--- config.mk ---
export PLATFORM = sky130hd
export DESIGN_NAME = fifo_wr_arbiter
export DESIGN_NICKNAME = d
export VERILOG_FILES = /design/src/rtl/fifo_pkg.sv /design/src/rtl/rr_pick.sv /design/src/rtl/fifo_wr_arbiter.sv
export SDC_FILE = /design/constraint.sdc
export NUM_CORES = 1
export LEC_CHECK = 0
export CORE_MARGIN = 2
export CORE_UTILIZATION = 46
export CTS_CLUSTER_SIZE = 40
export DETAILED_ROUTE_END_ITERATION = 8
export GPL_ROUTABILITY_DRIVEN = 0
export GPL_TIMING_DRIVEN = 0
export PLACE_DENSITY = 0.84
export SYNTH_ARGS = -nofsm -noshare
export SYNTH_HDL_FRONTEND = slang
export SYNTH_SLANG_ARGS = --single-unit
--- constraint.sdc ---
create_clock -name clk -period 3.65 [get_ports clk]
set_clock_uncertainty 0.2 [all_clocks]
set_input_delay 0.365 -clock clk [delete_from_list [all_inputs] [get_ports clk]]
set_output_delay 0.365 -clock clk [all_outputs]
set_load 0.005 [all_outputs]
--- src/rtl/fifo_pkg.sv ---
// Shared definitions for the FIFO write arbiter: arbiter state encoding
// and the width of the burst beat counter.
package fifo_pkg;

  typedef enum logic {
    IDLE = 1'b0,
    LOCK = 1'b1
  } state_t;

  localparam int unsigned BeatW = 8;

endpackage

--- src/rtl/rr_pick.sv ---
// Round-robin priority search: returns the first asserted request found
// scanning upward from ptr, wrapping modulo N.
module rr_pick #(
  parameter int unsigned N = 4
) (
  input  logic [N-1:0]         req,
  input  logic [$clog2(N)-1:0] ptr,
  output logic [N-1:0]         win,
  output logic [$clog2(N)-1:0] idx,
  output logic                 any
);

  localparam int unsigned IW = $clog2(N);

  // Scan N positions starting at ptr; the first hit wins
  always_comb begin
    win = '0;
    idx = '0;
    any = 1'b0;
    for (int unsigned k = 0; k < N; k++) begin
      int unsigned j;
      j = (32'(ptr) + k) % N;
      if (!any && req[j]) begin
        any    = 1'b1;
        win[j] = 1'b1;
        idx    = j[IW-1:0];
      end
    end
  end

endmodule

--- src/rtl/fifo_wr_arbiter.sv ---
// Arbitrates N requesters onto a single FIFO write port. Grants are
// combinational (zero-cycle accept); pointer/owner/state are registered.
// Define FIFO_ARB_BURST_EN to let a winner hold the port for up to
// MaxBurst consecutive beats; without it arbitration is per-beat
// round-robin and locked stays 0.
module fifo_wr_arbiter
  import fifo_pkg::*;
#(
  parameter int unsigned Width    = 8,
  parameter int unsigned N        = 4,
  parameter int unsigned MaxBurst = 4
) (
  input  logic                 clk,
  input  logic                 rst,
  input  logic [N-1:0]         req,
  input  logic [N*Width-1:0]   din,
  input  logic                 fifo_full,
  output logic [N-1:0]         gnt,
  output logic                 fifo_wr_en,
  output logic [Width-1:0]     fifo_din,
  output logic [$clog2(N)-1:0] owner,
  output logic                 locked
);

  localparam int unsigned IW = $clog2(N);
  localparam logic [BeatW-1:0] MaxBeat = BeatW'(MaxBurst);

`ifdef FIFO_ARB_BURST_EN
  localparam logic BurstEn = 1'b1;
`else
  localparam logic BurstEn = 1'b0;
`endif

  state_t           state;
  logic [IW-1:0]    ptr;
  logic [IW-1:0]    owner_q;
  logic             locked_q;
  logic [BeatW-1:0] beat_cnt;
  logic [BeatW-1:0] beat_nxt;

  logic [N-1:0]     pick_win;
  logic [IW-1:0]    pick_idx;
  logic             pick_any;

  function automatic logic [IW-1:0] next_idx(input logic [IW-1:0] x);
    if (x == IW'(N - 1)) return '0;
    return x + IW'(1);
  endfunction

  rr_pick #(.N(N)) u_pick (
    .req (req),
    .ptr (ptr),
    .win (pick_win),
    .idx (pick_idx),
    .any (pick_any)
  );

  // Grant: blocked by full FIFO; in LOCK only the owner may be served
  always_comb begin
    gnt = '0;
    if (!fifo_full) begin
      if (state == LOCK) gnt[owner_q] = req[owner_q];
      else               gnt = pick_win;
    end
  end

  // Route the granted slice to the FIFO; zero when nothing is granted
  always_comb begin
    fifo_din = '0;
    for (int unsigned i = 0; i < N; i++) begin
      if (gnt[i]) fifo_din = din[i*Width +: Width];
    end
  end

  assign fifo_wr_en = |gnt;
  assign beat_nxt   = beat_cnt + BeatW'(1);
  assign owner      = owner_q;
  assign locked     = locked_q;

  // Arbiter state: everything freezes while the FIFO is full
  always_ff @(posedge clk or negedge rst) begin
    if (!rst) begin
      state    <= IDLE;
      ptr      <= '0;
      owner_q  <= '0;
      locked_q <= 1'b0;
      beat_cnt <= '0;
    end else if (!fifo_full) begin
      case (state)
        IDLE: begin
          if (pick_any) begin
            owner_q <= pick_idx;
            ptr     <= next_idx(pick_idx);
            if (BurstEn && (MaxBurst > 1)) begin
              state    <= LOCK;
              locked_q <= 1'b1;
              beat_cnt <= BeatW'(1);
            end
          end
        end
        LOCK: begin
          if (req[owner_q]) begin
            beat_cnt <= beat_nxt;
            if (beat_nxt == MaxBeat) begin
              state    <= IDLE;
              locked_q <= 1'b0;
              ptr      <= next_idx(owner_q);
            end
          end else begin
            // owner went quiet: release without granting this cycle
            state    <= IDLE;
            locked_q <= 1'b0;
            ptr      <= next_idx(owner_q);
          end
        end
        default: begin
          state    <= IDLE;
          locked_q <= 1'b0;
        end
      endcase
    end
  end

endmodule

Word level (Yosys, flattened, before mapping). Cells that the tools add are included.

Input port bits: 39. Register bits: 14. Output and inout port bits: 16.

Add/subtract/negate cells: 6. Equality and inequality tests: 6. Mux-type cells: 64. Bitwise logic cells: 6. Reductions and logical operators: 16. Magnitude comparators: 10.

Operators with widths (number): $mux W8 (4); $mux W1 (31); $mux W2 (12); $mux W4 (6); $lt A2 B3 Y1 const B (5); $or A4 B4 Y4 (3); $reduce_and A3 Y1 (4); $bmux W1 S2 (5); $demux W1 S2 (5); $ge A2 B1 Y1 const B (5); $add A8 B1 Y8 const B (1); $eq A8 B3 Y1 const B (1); $logic_and A1 B1 Y1 (8); $add A2 B1 Y2 const B (3); $add A2 B2 Y2 const B (2); $and A4 B4 Y4 (1); $eq A2 B2 Y1 const B (2); $pmux W2 S2 (1); $reduce_or A4 Y1 (1); $logic_not A1 Y1 (3); $ne A3 B2 Y1 const B (1); $ne A2 B1 Y1 const B (1); $ne A2 B2 Y1 const B (1); $not A1 Y1 (2).

Depth between registers and ports, before layout.
Depth in word-level cells: 20. Depth in mapped cells: 13. Gate-level depth less buffers: 11.

Modules after synthesis. From an unflattened synthesis, not the netlist that was laid out.

Cells, all modules: 192. Area, all modules: 1735.4 µm².

Modules (own cells, without submodules): fifo_wr_arbiter (times used 1, sequential area each 325.3 µm², cells an instance 147, area each 1312.5 µm²); rr_pick (times used 1, sequential area each 0.0 µm², cells an instance 45, area each 422.9 µm²).

Worst setup path before layout. No wires, ideal clock.

Path type: flip-flop to output port. Start: register ptr[0]. End: output port fifo_din[0]. Data arrival time: 2742 ps. Stages on the path, launching flop included: 12. Path buffers: 3. Data required time: 3085 ps. Setup slack: 343 ps. Cells stage by stage: dfrtp_1 > buf_6 > inv_2 > ha_1 > buf_2 > nor2b_1 > or4b_1 > a21oi_2 > a221o_2 > buf_6 > a311oi_1 > a211oi_1.

Longest elaborated chain between the ends: 18.

RTL lines: from (decl) (RTL line fifo_wr_arbiter.sv:35) `logic [IW-1:0] ptr;`; from (signal assigned) (RTL line fifo_wr_arbiter.sv:93) `ptr <= next_idx(pick_idx);`; from (signal assigned) (RTL line fifo_wr_arbiter.sv:107) `ptr <= next_idx(owner_q);`; from (signal assigned) (RTL line fifo_wr_arbiter.sv:113) `ptr <= next_idx(owner_q);`; parallel branches: the longest is 11 deep, another holds $lt A2 B3 Y1; $mux W4 * (RTL line rr_pick.sv:23) `if (!any && req[j]) begin`; $mux W4 * (RTL line fifo_wr_arbiter.sv:62) `if (state == LOCK) gnt[owner_q] = req[owner_q];`; $mux W4 * (RTL line fifo_wr_arbiter.sv:61) `if (!fifo_full) begin`; $mux W8 (3 in a row) (RTL line fifo_wr_arbiter.sv:71) `if (gnt[i]) fifo_din = din[i*Width +: Width];`; $mux W8 * (RTL line fifo_wr_arbiter.sv:71); to (decl) (RTL line fifo_wr_arbiter.sv:20) `output logic [Width-1:0] fifo_din,`.

Every way passes the cells marked *. The select of a mux whose other input is x is not followed.

Worst setup path in the final report.
Start: register ptr[0]. End: output port fifo_din[4].

The elaborated chain is that of the path after synthesis.

==> results.md <==
- CP max stage cell: dfrtp_2
- CTS root buf: clkbuf_4
- Post-synthesis compound-gate area fraction: 0.2227
- Most numerous cell in the Yosys netlist: nand2_1
- Largest net degree at the start of global routing: 14
- Setup CP Type: flop to output pin
- WHS: 0.2331 ns
- EDFF count, synth: 0
- Synth area leader: dfrtp_1
- Core Region: 3363 µm²
- Yosys cell types: 43
- Final ANT Viol Nets: 0
- Placed inst area: 2212 µm²
- Crit-path cells: buf_6 -> inv_8 -> ha_4 -> buf_6 -> mux4_2 -> a21oi_2 -> a221oi_2 -> a221o_1 -> buf_6 -> buf_8 -> buf_4 -> nor3b_2 -> a211oi_2 -> buf_2
- Grt total ovfl: 0
- Max cap viols: 0
- Multiplexer share of the synthesized area: 0.1263
- WL final: 5.739 mm
- Drt drc: 0
- Max IR drop VDD: 0.0005082 V
- TritonCTS clock tree: built
- First-pass GRT wire length: 8.631 mm
- Static leakage: 1.167 nW
- Placed insts: 278
- Setup violators final: 0
- Rel. slew slack: 0.5855
- H-tree Lvls: 1
- Worst R2R Path Depth: 13
- Post-Syn Area per Cell: 9.073 µm²
- Slowest cell delay on critical path: 0.44 ns
- P&R area growth vs syn: 68.34%
- P per Cell Area: 803.2 nW/µm²
- Clock latency on the worst-skew pair: 0.28 ns
- Post-synth ARST share: 1.000
- Layout Cells excl Fill: 315
- Yosys warning total: 0
- CP Data Required Time: 3.08 ns
- Pre-CTS setup slack: -0.5480 ns
- Via density: 5.863
- Final hold viol count: 0
- Die height: 63.42 µm
- Via Count: 1847
- Crit start category: flop
- Clock Sinks: 13
- DRT iter0 DRCs: 120
- Detail Placement HPWL: 3.255 mm
- Fin worst setup slack: 0.01697 ns
- Actual slew at the worst max-slew pin: 0.6138 ns
- Drt pass-1 iters: 4
- Port Buffer Count: 53
- N_diodes: 0
- HP Class: primary input to asynchronous set/reset pin
- Seq cells post-synth: 13
- Hold-fix buffers, CTS: 0
- Fmax: 0.2753 GHz
- Status: complete, no violations
- Synth Area in XOR/XNOR: 0.03775
- RSZ-0062 raised after global routing: yes
- Layout Nets: 323
- Post-synth top cells: nand2_1 (17), ha_1 (14), dfrtp_1 (13), nor2_1 (10), nor2b_1 (10)
- Share of cells above drive strength 1: 0.3866
- Synth top area cells: dfrtp_1 (20%), ha_1 (11%), mux4_2 (6.9%)
- Fin area: 2734 µm²
- Wire per inst: 18.22 µm
- Setup TNS: 0 ns
- Simple-gate portion of the synthesized area: 0.2088
- Fin crit share: 0.9954
- Num ports: 55
- Initial antenna violation count: 0
- Tot GR Track Use: 0.2703
- Worst path arrival time: 3.07 ns
- Main combinational cell family by area after synthesis: compound AO/OA/AOI/OAI gates
- Crit-path max FO: 9
- Synthesized area: 1624 µm²
- Row cnt: 21
- Cells after Synth: 179
- Die Span X: 63.42 µm
- Max clock buf depth: 2
- Effective utilization at floorplan: 0.4829
- Final Slew Violations: 0
- Syn_nets: 232
- Most numerous cell on the critical path: buf_6
- Number of global-route vias before repair: 1795
- CP Capture Type: output pin
- Adder-Cell Fraction of Synth Area: 0.1079
- Post-synth top flop: dfrtp_1
- Clk pin slew, worst setup/hold paths: 0.08 ns
- Post-synth top area share: 0.2003
- DIE AREA: 4022 µm²
- R2r setup slk: 0.46 ns
- Fin crit period: 3.633 ns
- Num CTS Buffers: 3
- Seq/Total Area, Yosys: 0.2003
[power by group]
| group | leakage (nW) | internal (W) | total, W | switching (W) |
|---|---|---|---|---|
| registers | 0.173 | 0.000168 | 0.000204 | 0.0000359 |
| logic | 0.980 | 0.000992 | 0.00190 | 0.000910 |
| clock network | 0.0150 | 0.0000425 | 0.0000893 | 0.0000468 |
[layout make-up]
type,count,area (µm²)
buffer,15,160.2
clock buffer,4,26.28
fill,218,629.4
inverter,10,52.55
multi-input combinational,143,1386
sequential,13,326.6
tap,46,57.56
timing repair buffer,83,716.9
timing repair inverter,1,7.507
[worst max-delay path: cells and delay by family, from the launching register on]
| family | cells | cell delay (ns) |
|---|---|---|
| muxes | 1 | 0.38 |
| adders and majority gates | 1 | 0.19 |
| AOI/OAI and AO/OA | 4 | 0.76 |
| buffers and inverters | 7 | 0.86 |
| DFF | 1 | 0.44 |
| and+or+nand+nor | 1 | 0.15 |
[metrics by stage]
| stage | power, W | utilization |
|---|---|---|
| 2_1_floorplan | 0.001034 | - |
| 3_3_place_gp | 0.001495 | 0.6577 |
| 3_5_place_dp | 0.001522 | 0.6577 |
| 4_1_cts | 0.001874 | 0.7533 |
| 5_1_grt | 0.002328 | 0.8129 |
| 6_report | 0.002196 | 0.8129 |
[per-layer routing]
| metal | GRT usage | vias up | wire [µm] |
|---|---|---|---|
| li1 | - | 858 | - |
| met3 | 0.05357 | 11 | 407 |
| met4 | 0.08967 | 0 | 118 |
| met2 | 0.4711 | 103 | 2824 |
| met1 | 0.3318 | 875 | 2390 |
| met5 | 0 | - | 0 |
[flip-flops by register name (all words and copies together), names as in the netlist]
name      cells
ptr           2
state         1
owner         2
beat_cnt      8
[layout by cell type (no fill, tap or decap), drive strengths merged, types with 2 or more instances in the layout]
cell	count
a211oi	8
a21oi	7
a221o	3
a221oi	9
a311oi	8
buf	45
clkbuf	12
clkdlybuf4s50	39
dfrtp	13
dlygate4sd2	4
dlymetal6s2s	2
ha	14
inv	10
mux2	2
mux2i	7
mux4	6
nand2	17
nand3	2
nand3b	4
nor2	10
nor2b	10
nor3	3
nor3b	9
o21ai	2
o31ai	2
or2	2
xnor2	4
xor2	3
[path summary, 6_finish.rpt]
| kind | from | endpoint |
|---|---|---|
| setup / recovery | ptr[0] | fifo_din[4] |
| hold reg to reg | beat_cnt[7] | beat_cnt[7] |
| max in group asynchronous | rst | ptr[0] |
| hold / removal | rst | beat_cnt[3] |
| min in group clk | beat_cnt[7] | beat_cnt[7] |
| setup reg to reg | ptr[0] | ptr[0] |
[repair_timing]
action | CTS | global route
pin swaps | 7 | 8
gates cloned | 4 | 0
gates resized for setup | 56 | 39
buffers inserted | 16 | 13
endpoints found under the setup margin | 13 | 12
[logic make-up after synthesis]
group,Yosys count
AND/OR/NAND/NOR,62
AO/OA/AOI/OAI,43
buffers and inverters,25
adder cells (fa/ha/maj),14
multiplexers,14
flip-flops,13
XOR/XNOR,7
other,1
(Power assumes the default switching activity.)
